--- src/rtl/uart_packet_framer_pkg.sv ---
// Shared types and constants for the UART packet framer: beat format,
// framer state encoding and default sync/pad bytes.
package uart_packet_framer_pkg;

    typedef struct packed {
        logic [7:0] Source;
        logic [7:0] Destination;
        logic [7:0] Length;
        logic [7:0] Data;
        logic       SoP;
        logic       EoP;
        logic       Valid;
    } UART_PACKET;

    typedef enum logic [2:0] {
        ST_IDLE,
        ST_SYNC,
        ST_DEST,
        ST_SRC,
        ST_LEN,
        ST_DATA,
        ST_PAD,
        ST_DROP
    } framer_state_t;

    localparam logic [7:0] SYNC_BYTE_DEFAULT = 8'h55;
    localparam logic [7:0] PAD_BYTE_DEFAULT  = 8'h00;

    // A Length field of zero encodes a 256-byte payload.
    function automatic logic [8:0] frame_len(input logic [7:0] len);
        return (len == 8'd0) ? 9'd256 : {1'b0, len};
    endfunction

endpackage

--- src/rtl/uart_packet_framer_pacer.sv ---
// Send pacing: a byte may go out only when the transmitter is not busy and
// no byte went out in the previous cycle (covers the transmitter's busy latency).
module tx_send_pacer (
    input  logic clk,
    input  logic rst_n,
    input  logic request,
    input  logic busy,
    output logic grant
);

    logic grant_prev_reg;

    assign grant = request && !busy && !grant_prev_reg && rst_n;

    always_ff @(posedge clk) begin
        if (!rst_n) begin
            grant_prev_reg <= 1'b0;
        end else begin
            grant_prev_reg <= grant;
        end
    end

endmodule

--- src/rtl/uart_packet_framer.sv ---
// Serialises UART_PACKET beats into SYNC/Dest/Src/Len/Data bytes, padding short
// packets and dropping overlong ones so every frame on the wire is well formed.
module uart_packet_framer
    import uart_packet_framer_pkg::*;
#(
    parameter logic [7:0] SYNC_BYTE = SYNC_BYTE_DEFAULT,
    parameter logic [7:0] PAD_BYTE  = PAD_BYTE_DEFAULT
) (
    input  logic       ipClk,
    input  logic       ipReset,
    input  UART_PACKET ipTxStream,
    output logic       opTxReady,
    output logic [7:0] opTxData,
    output logic       opTxSend,
    input  logic       ipTxBusy,
    output logic       opFrameError,
    output logic       opIdle
);

    framer_state_t state_reg, state_next;
    logic [7:0]    dest_reg, dest_next;
    logic [7:0]    src_reg, src_next;
    logic [7:0]    len_reg, len_next;
    logic [8:0]    count_reg, count_next;
    logic [7:0]    hold_reg, hold_next;
    logic          hold_full_reg, hold_full_next;
    logic          hold_eop_reg, hold_eop_next;
    logic          error_reg, error_next;

    logic          ready;
    logic          request;
    logic          grant;
    logic [7:0]    tx_byte;
    logic [8:0]    total;

    assign total = frame_len(len_reg);

    tx_send_pacer u_pacer (
        .clk     (ipClk),
        .rst_n   (ipReset),
        .request (request),
        .busy    (ipTxBusy),
        .grant   (grant)
    );

    always_comb begin
        state_next     = state_reg;
        dest_next      = dest_reg;
        src_next       = src_reg;
        len_next       = len_reg;
        count_next     = count_reg;
        hold_next      = hold_reg;
        hold_full_next = hold_full_reg;
        hold_eop_next  = hold_eop_reg;
        error_next     = 1'b0;
        ready          = 1'b0;
        request        = 1'b0;
        tx_byte        = 8'h00;

        case (state_reg)
            ST_IDLE: begin
                ready = 1'b1;
                if (ipTxStream.Valid) begin
                    if (ipTxStream.SoP) begin
                        dest_next      = ipTxStream.Destination;
                        src_next       = ipTxStream.Source;
                        len_next       = ipTxStream.Length;
                        hold_next      = ipTxStream.Data;
                        hold_full_next = 1'b1;
                        hold_eop_next  = ipTxStream.EoP;
                        count_next     = 9'd1;
                        state_next     = ST_SYNC;
                    end else begin
                        error_next = 1'b1;
                    end
                end
            end
            ST_SYNC: begin
                request = 1'b1;
                tx_byte = SYNC_BYTE;
                if (grant) state_next = ST_DEST;
            end
            ST_DEST: begin
                request = 1'b1;
                tx_byte = dest_reg;
                if (grant) state_next = ST_SRC;
            end
            ST_SRC: begin
                request = 1'b1;
                tx_byte = src_reg;
                if (grant) state_next = ST_LEN;
            end
            ST_LEN: begin
                request = 1'b1;
                tx_byte = len_reg;
                if (grant) state_next = ST_DATA;
            end
            ST_DATA: begin
                request = hold_full_reg;
                tx_byte = hold_reg;
                if (hold_full_reg) begin
                    // Frame decisions are taken when the held byte leaves.
                    if (grant) begin
                        hold_full_next = 1'b0;
                        if (hold_eop_reg) begin
                            if (count_reg == total) begin
                                state_next = ST_IDLE;
                            end else begin
                                state_next = ST_PAD;
                                error_next = 1'b1;
                            end
                        end else if (count_reg == total) begin
                            state_next = ST_DROP;
                            error_next = 1'b1;
                        end
                    end
                end else if (ipTxStream.Valid && ipTxStream.SoP) begin
                    // Leave the new packet's SoP beat for IDLE to pick up.
                    state_next = ST_PAD;
                    error_next = 1'b1;
                end else begin
                    ready = 1'b1;
                    if (ipTxStream.Valid) begin
                        hold_next      = ipTxStream.Data;
                        hold_full_next = 1'b1;
                        hold_eop_next  = ipTxStream.EoP;
                        count_next     = count_reg + 9'd1;
                    end
                end
            end
            ST_PAD: begin
                request = 1'b1;
                tx_byte = PAD_BYTE;
                if (grant) begin
                    count_next = count_reg + 9'd1;
                    if (count_reg + 9'd1 == total) state_next = ST_IDLE;
                end
            end
            ST_DROP: begin
                if (ipTxStream.Valid && ipTxStream.SoP) begin
                    state_next = ST_IDLE;
                end else begin
                    ready = 1'b1;
                    if (ipTxStream.Valid && ipTxStream.EoP) state_next = ST_IDLE;
                end
            end
            default: begin
                state_next = ST_IDLE;
            end
        endcase
    end

    always_ff @(posedge ipClk) begin
        if (!ipReset) begin
            state_reg     <= ST_IDLE;
            dest_reg      <= 8'h00;
            src_reg       <= 8'h00;
            len_reg       <= 8'h00;
            count_reg     <= 9'd0;
            hold_reg      <= 8'h00;
            hold_full_reg <= 1'b0;
            hold_eop_reg  <= 1'b0;
            error_reg     <= 1'b0;
        end else begin
            state_reg     <= state_next;
            dest_reg      <= dest_next;
            src_reg       <= src_next;
            len_reg       <= len_next;
            count_reg     <= count_next;
            hold_reg      <= hold_next;
            hold_full_reg <= hold_full_next;
            hold_eop_reg  <= hold_eop_next;
            error_reg     <= error_next;
        end
    end

    assign opTxReady    = ready && ipReset;
    assign opTxSend     = grant;
    assign opTxData     = grant ? tx_byte : 8'h00;
    assign opFrameError = error_reg;
    assign opIdle       = (state_reg == ST_IDLE) || !ipReset;

endmodule

--- config.mk ---
export PLATFORM = sky130hd
export DESIGN_NAME = uart_packet_framer
export DESIGN_NICKNAME = d
export VERILOG_FILES = /design/src/rtl/uart_packet_framer_pkg.sv /design/src/rtl/uart_packet_framer_pacer.sv /design/src/rtl/uart_packet_framer.sv
export SDC_FILE = /design/constraint.sdc
export NUM_CORES = 1
export LEC_CHECK = 0
export ABC_AREA = 1
export BUFFER_PORTS_ARGS = -buffer_cell sky130_fd_sc_hd__buf_4
export CORE_ASPECT_RATIO = 1.5
export CORE_MARGIN = 4
export CORE_UTILIZATION = 46
export CTS_BUF_LIST = sky130_fd_sc_hd__clkbuf_16
export CTS_CLUSTER_SIZE = 25
export DETAILED_ROUTE_END_ITERATION = 10
export GPL_TIMING_DRIVEN = 1
export PLACE_DENSITY_LB_ADDON = 0.1
export SETUP_SLACK_MARGIN = 0.1
export SYNTH_ARGS = -nofsm -noshare
export SYNTH_HDL_FRONTEND = slang
export SYNTH_SLANG_ARGS = --single-unit
--- constraint.sdc ---
create_clock -name ipClk -period 1.74 [get_ports ipClk]
set_clock_uncertainty 0.05 [all_clocks]
set_input_delay 0.435 -clock ipClk [delete_from_list [all_inputs] [get_ports ipClk]]
set_output_delay 0.435 -clock ipClk [all_outputs]
set_load 0.005 [all_outputs]
# == Yosys cells after proc, flatten, opt, wreduce, memory -nomap -nowiden ==
# Cells that the tools add are included.
# W data, S select, Z words.
# word_totals
reg_bits,48
output_inout_bits,12
# classes
add_sub_neg,1
eq_ne,24
muxes,59
reduce_logical,20
# op_table
op,count
$mux W9,7
$mux W3,16
$mux W8,6
$pmux W8 S5,1
$pmux W9 S3,1
$pmux W3 S8,1
$ne A2 B2 Y1 const B,11
$mux W1,21
$eq A9 B9 Y1,2
$pmux W8 S2,1
$eq A3 B3 Y1 const B,4
$reduce_and A12 Y1,1
$add A9 B1 Y9 const B,1
$ne A3 B3 Y1 const B,3
$logic_not A8 Y1,1
$pmux W1 S2,4
$reduce_and A7 Y1,1
$eq A3 B2 Y1 const B,2
$logic_and A1 B1 Y1,6
$reduce_and A3 Y1,2
$reduce_and A6 Y1,1
$reduce_or A5 Y1,1
$ne A4 B4 Y1 const B,1
$eq A3 B1 Y1 const B,1
6 further kinds,8

# == Logic depth before layout (Yosys ltp) ==
# Gate-level depths: netlist of the first run.
# depth
word_depth,9
mapped_depth,14

# == Modules after synthesis ==
# A second synthesis of the first run with hierarchy kept.
# hier_totals
cells_unflattened,419
area_unflattened_um2,2692.6
# by_module_without_submodules
mod,instances,cells_per_inst,area_each_um2,seq_area_each_um2
uart_packet_framer,1,412,2650.0,940.9
tx_send_pacer,1,7,42.5,20.0

# == Least setup slack after synthesis of the first run ==
# No wires, ideal clock.
# synth_path
path_kind,in2out
start,input port ipTxBusy
end,output port opTxData[0]
t_arrival_ns,1.229
path_slack_ns,0.026
cell_stages,5
path_cell_list,or2_2 a21oi_1 nand2_2 buf_2 a21oi_1
# synth_via
elab_chain_cells,5
# synth_rtl
element,line,text
from (decl),uart_packet_framer.sv:15,"input logic ipTxBusy,"
$logic_not A1 Y1,uart_packet_framer_pacer.sv:13,assign grant = request && !busy && !grant_prev_reg && rst_n;
$logic_and A1 B1 Y1 (3 in series),uart_packet_framer_pacer.sv:13,
$mux W8,uart_packet_framer.sv:179,assign opTxData = grant ? tx_byte : 8'h00;
to (decl),uart_packet_framer.sv:13,"output logic [7:0] opTxData,"
# No other way between the ends.

# == Final worst setup path of the first run ==
# layout_path
start,register state_reg[1]
end,output port opTxData[6]
# layout_via
elab_chain_cells,7
elab_cells_between_ends,13
cone_classes,eq/ne (6); mux (3); reduce/logical (4)
# layout_rtl
element,line,text
from (decl),uart_packet_framer.sv:20,"framer_state_t state_reg, state_next;"
from (signal assigned),uart_packet_framer.sv:165,state_reg <= state_next;
$eq A3 B3 Y1 (tied with other cells),uart_packet_framer.sv:60,case (state_reg)
$reduce_or A5 Y1 (no line),-,
$pmux W1 S2,uart_packet_framer.sv:60,
$logic_and A1 B1 Y1 (3 in series),uart_packet_framer_pacer.sv:13,
$mux W8 (*),uart_packet_framer.sv:179,
# Every way passes the cells marked *; elsewhere a longest branch is shown, timed or not.

==> impl_metrics.tcl, run 1 <==
set metrics [dict create \
    status "complete, but fails checks" \
    violations "negative setup slack" \
    nets 574 \
    initial_utilization 0.4697 \
    rsz0062_at_grt "yes" \
    ys_ff_latch 48 \
    postRouteAntennaNets 0 \
    netSwitchingFraction 0.4403 \
    grt_start_max_net_pins 50 \
    irDropWorstVdd_uv 807.8 \
    ys_seq_area_frac 0.3536 \
    fin_crit_sh 1.178 \
    dieArea_um2 7227 \
    wl_per_cell_um 16.99 \
    r2r_cells 13 \
    gp_congestion 0.9664 \
    ioPinCount 50 \
    grt_remaining_overflow 0 \
    io_buffer_count 49 \
    place_hpwl_um 6188 \
    wl_um 10310 \
    grt_pass1_vias 3067 \
    antenna_found_initial 0 \
    cts_tree "yes" \
    holdWs_ps 318.1 \
    p_int_mw 3.754 \
    ys.warnings.count 0 \
    synth_cells 412 \
    clk_pin_slew_worst_paths_ps 70 \
    synth_cell_type_count 33 \
    power_density_nw_per_um2 1523 \
    relSlewSlack 0.7583 \
    final_max_slew_viol_count 0 \
    synthesis.nets 452 \
    core_um2 5786 \
    fin_ws_ps -309.3 \
    fin_crit_ps 2049 \
    worst_pin_slew_ps 362.1 \
    worstSetupEndpointType "primary output" \
    hold_depth 3 \
    min_path_type "in -> reg" \
    cts-root-buf "clkbuf_16" \
    critPathKind "reg -> out" \
    required_ps 1250 \
    max_clock_freq_mhz 488.0 \
    postSynthAreaPerCell_um2 6.596 \
    grtUsageTotal 0.2443 \
    start_kind "flop" \
    firstDrtPassIters 5 \
    combinationalPowerShare 0.611 \
    via_per_inst 5.537 \
    crit_fanout 9 \
    cts_buffer_depth 2 \
    hold_violations 0 \
    p_leak_nw 1.946 \
    syn_area_um2 2718 \
    p_seq_frac 0.242 \
    die_h_um 102.1 \
    setup_violations 23 \
    post-route-util 0.7615 \
    clock_power_share 0.147 \
    syn_to_final_growth_pct 62.11 \
    grt_pass1_wl_um 14040 \
    cts_max_level 2 \
    finalSetupTns_ps -4529 \
    drive_above_1_share 0.4598 \
    drv_cap 0 \
    arrival_ps 1560 \
    largest_register_ffs 9 \
    p_sw_mw 2.954 \
    cts_buffers 5 \
    clock-sinks 48 \
    num_rows 34 \
    drtIter0Drc 245 \
    die_w_um 70.76 \
    clock_latency_ps 290 \
    num_vias 3361 \
    drc 0 \
    n_antenna_cell 0 \
]
==> worst max-delay path, stage by stage (launching register included) <==
cell and delay (ps):
dfxtp_4 400, nor2_2 150, nand2_4 150, o22ai_4 150
a21oi_1 60, buf_4 140, a21oi_2 110, buf_4 120
==> final timing paths <==
kind            startpoint      endpoint  slack, ps
max           state_reg[1]   opTxData[6]       -310
min          ipTxStream[7]   hold_reg[4]        320
min reg2reg    dest_reg[7]   dest_reg[7]        410
max reg2reg   state_reg[0]  count_reg[5]       -200
==> power by group through the flow <==
stage / logic, mW / clock network (mW) / registers [mW]
global placement: 2.67 / 0 / 1.54
CTS: 3.14 / 0.990 / 1.58
finish: 4.10 / 0.988 / 1.62
global route: 4.36 / 1.02 / 1.64
detailed placement: 2.71 / 0 / 1.54
floorplan: 1.79 / 0 / 1.50
==> area by class of cell <==
class / instances / area (um2)
repair buffers: 127 / 1049
clock buffers: 5 / 125.1
fillers: 439 / 1380
flip-flops and latches: 48 / 991.0
multi-input cells: 295 / 1888
clock inverters: 3 / 21.27
repair inverters: 1 / 6.256
inverters: 56 / 235.2
well taps: 72 / 90.09
==> cell usage after synthesis (all sizes together) <==
cell type,instances,area [um2]
xor2,4,35.03
clkinv,1,3.750
nor2,60,254.0
or2,2,12.51
inv,55,206.5
o21bai,2,15.01
dfxtp,48,960.9
o22ai,8,50.05
xnor2,5,43.79
a21oi,46,230.2
buf,7,46.29
nand3,22,115.1
a211oi,1,12.51
nor3,7,45.04
ha,2,25.02
o21ai,44,224.0
clkbuf,9,33.78
nand2,79,331.6
a31oi,4,25.02
a221oi,4,35.03
nand4,2,12.51
==> cells in the final DEF (no fill, tap or decap), types with 2 or more instances in the layout <==
| cell | n |
|---|---|
| dfxtp_1 | 32 |
| o21ai_2 | 9 |
| nor3_2 | 3 |
| nor3_1 | 4 |
| nand4_1 | 2 |
| inv_1 | 40 |
| nand2_8 | 3 |
| buf_12 | 2 |
| nor2_1 | 48 |
| nand3_1 | 15 |
| nand2_4 | 9 |
| inv_4 | 4 |
| nand2_1 | 62 |
| clkbuf_16 | 6 |
| nor2_4 | 4 |
| o22ai_1 | 4 |
| inv_2 | 10 |
| a221oi_2 | 3 |
| dfxtp_2 | 12 |
| o22ai_2 | 2 |
| a31oi_1 | 4 |
| a21oi_1 | 36 |
| nor2_2 | 7 |
| buf_6 | 14 |
| nand3_2 | 6 |
| xnor2_2 | 3 |
| buf_4 | 110 |
| o22ai_4 | 2 |
| xor2_1 | 4 |
| o21ai_0 | 25 |
| inv_6 | 3 |
| nand3_4 | 2 |
| a21oi_2 | 9 |
| o21ai_1 | 9 |
| nand2_2 | 7 |
| dfxtp_4 | 4 |
==> kinds of logic after synthesis <==
logic type / synth area share
buffers and inverters: 0.1068
DFF: 0.3536
xor gates and xnor gates: 0.02900
AOI/OAI and AO/OA: 0.2178
and+or+nand+nor: 0.2836
adders and majority gates: 0.009207
==> metrics by stage <==
stage	power, mW	setup slack (ps)	instances	cell area, um2
floorplan	3.282	99.04	412	2784
global placement	4.204	-174.8	579	3625
detailed placement	4.249	-239.1	579	3625
CTS	5.710	-245.0	597	4045
global route	7.017	-349.8	607	4405
finish	6.708	-309.3	607	4405
==> layer usage <==
metal,routed length [um],vias up,global-route usage
met5,0,-,0
met4,677,0,0.1476
met3,570,67,0.02953
met2,5398,169,0.4553
met1,3668,1529,0.2596
li1,-,1596,-
==> repair_timing <==
item / 4_1_cts / 5_1_grt
setup buffers: 7 / 9
hold buffers: 0 / 0
pin swaps: 23 / 23
setup endpoints to repair: 36 / 46
gates cloned: 4 / 2
gates resized for setup: 70 / 69
No activity file was read; power rests on OpenSTA's default activity.
==> inputs of run 2 (changes only) <==
--- a/config.mk
+++ b/config.mk
@@ -7,7 +7,6 @@
 export LEC_CHECK = 0
 export ABC_AREA = 1
 export BUFFER_PORTS_ARGS = -buffer_cell sky130_fd_sc_hd__buf_4
-export CORE_ASPECT_RATIO = 1.5
 export CORE_MARGIN = 4
 export CORE_UTILIZATION = 46
 export CTS_BUF_LIST = sky130_fd_sc_hd__clkbuf_16
==> impl_metrics.tcl, run 2 (synthesis gave the netlist of run 1 again) <==
set metrics [dict create \
    io_buffer_count 49 \
    netSwitchingFraction 0.4343 \
    clock_latency_ps 290 \
    p_seq_frac 0.258 \
    grt_pass1_vias 2906 \
    cts_buffers 5 \
    largest_register_ffs 9 \
    fin_crit_ps 2030 \
    grt_pass1_wl_um 13730 \
    drv_cap 0 \
    postRouteAntennaNets 0 \
    final_max_slew_viol_count 0 \
    cts_tree "yes" \
    clock-sinks 48 \
    crit_fanout 7 \
    drtIter0Drc 199 \
    start_kind "flop" \
    max_clock_freq_mhz 492.7 \
    status "complete, but fails checks" \
    core_um2 5608 \
    grt_start_max_net_pins 50 \
    gp_congestion 0.8430 \
    num_vias 3279 \
    hold_violations 0 \
    place_hpwl_um 5794 \
    wl_um 9361 \
    grt_remaining_overflow 0 \
    dieArea_um2 7201 \
    violations "negative setup slack" \
    rsz0062_at_grt "yes" \
    critPathKind "reg -> out" \
    required_ps 1250 \
    final_common_cell "buf_4" \
    power_mw 6.403 \
    relSlewSlack 0.7801 \
    worst_pin_slew_ps 326.5 \
    syn_to_final_growth_pct 60.04 \
    clk_pin_slew_worst_paths_ps 70 \
    n_antenna_cell 0 \
    final_cell_mix "buf_4 (107), nand2_1 (61), nor2_1 (45), inv_1 (35), dfxtp_1 (32)" \
    ioPinCount 50 \
    power_density_nw_per_um2 1472 \
    p_sw_mw 2.781 \
    grtUsageTotal 0.2360 \
    worstSetupEndpointType "primary output" \
    clock_power_share 0.176 \
    num_rows 27 \
    via_per_inst 5.483 \
    cts-root-buf "clkbuf_16" \
    setup_violations 23 \
    die_h_um 84.86 \
    initial_utilization 0.4846 \
    nets 565 \
    antenna_found_initial 0 \
    die_w_um 84.86 \
    p_leak_nw 1.916 \
    placed_area_um2 3592 \
    combinationalPowerShare 0.566 \
    fin_crit_sh 1.167 \
    cts_buffer_depth 2 \
    fin_ws_ps -289.8 \
    firstDrtPassIters 5 \
    cts_max_level 2 \
    holdWs_ps 325.0 \
    wl_per_cell_um 15.65 \
    p_int_mw 3.622 \
    final_cell_area_um2 4349 \
    arrival_ps 1540 \
    drive_above_1_share 0.4753 \
    drc 0 \
    nFillCells 393 \
    min_path_type "in -> reg" \
    irDropWorstVdd_uv 1049 \
]
==> run 2: changes by cell type in the layout (fill, tap and decap cells not counted), moves of 3 or more <==
cell / before / now
a21oi_1: 36 / 30
a21oi_2: 9 / 15
buf_4: 110 / 107
buf_6: 14 / 10
inv_1: 40 / 35
inv_2: 10 / 13
nor2_1: 48 / 45
o21ai_1: 9 / 12
o21ai_2: 9 / 3
o22ai_2: 2 / 5
==> run 2: final timing paths <==
check | start | end | slack, ps | cells past startpoint
worst max register to register | count_reg[4] | state_reg[2] | -220 | 11
worst max-delay path | state_reg[0] | opTxData[1] | -290 | 7
worst min-delay path | ipTxStream[5] | hold_reg[2] | 320 | 3
worst min register to register | dest_reg[0] | dest_reg[0] | 400 | 2
==> run 2: metal layers <==
metal | track usage | vias up | share of wire
li1 | - | 1582 | -
met1 | 0.3064 | 1518 | 0.43
met2 | 0.3993 | 136 | 0.48
met3 | 0.03786 | 43 | 0.057
met4 | 0.07914 | 0 | 0.039
met5 | 0 | - | 0
==> run 2: through the flow <==
| step | std cells | setup TNS, ps | setup slack, ps | util |
|---|---|---|---|---|
| floorplan | 412 | 0 | 99.04 | - |
| global placement | 573 | -3260 | -173.1 | 0.6406 |
| detailed placement | 573 | -4266 | -245.4 | 0.6406 |
| CTS | 590 | -3716 | -247.0 | 0.7111 |
| global route | 598 | -5705 | -344.5 | 0.7755 |
| finish | 598 | -4350 | -289.8 | 0.7755 |
==> run 2: layout make-up <==
class                      instances  area, um2  area share
multi-input combinational        295       1903      0.4376
tap                               72      90.09     0.02071
sequential                        48      996.0      0.2290
inverter                          56      236.5     0.05437
clock inverter                     3      42.54    0.009781
timing repair buffer             119      955.9      0.2198
clock buffer                       5      125.1     0.02877
==> run 2: timing repair <==
action / 4_1_cts / 5_1_grt
gates resized for setup: 53 / 94
pin swaps: 16 / 25
buffers inserted: 7 / 7
setup endpoints to repair: 33 / 36
cloned: 2 / 1
hold buffers: 0 / 0
==> run 2: critical path, cell delays in order (launching register included) <==
cell and delay [ps]:
dfxtp_4 390, nand2_4 90, inv_4 40, buf_6 110
a21oi_4 200, nand2_4 120, nor2_2 170, buf_4 130
==> run 2: power groups by stage <==
stage / registers, mW / logic (mW) / clock network, mW
after floorplan: 1.50 / 1.79 / 0
after global placement: 1.55 / 2.50 / 0
after detailed placement: 1.56 / 2.56 / 0
after CTS: 1.59 / 2.88 / 1.12
after global routing: 1.67 / 3.91 / 1.18
final: 1.65 / 3.62 / 1.13
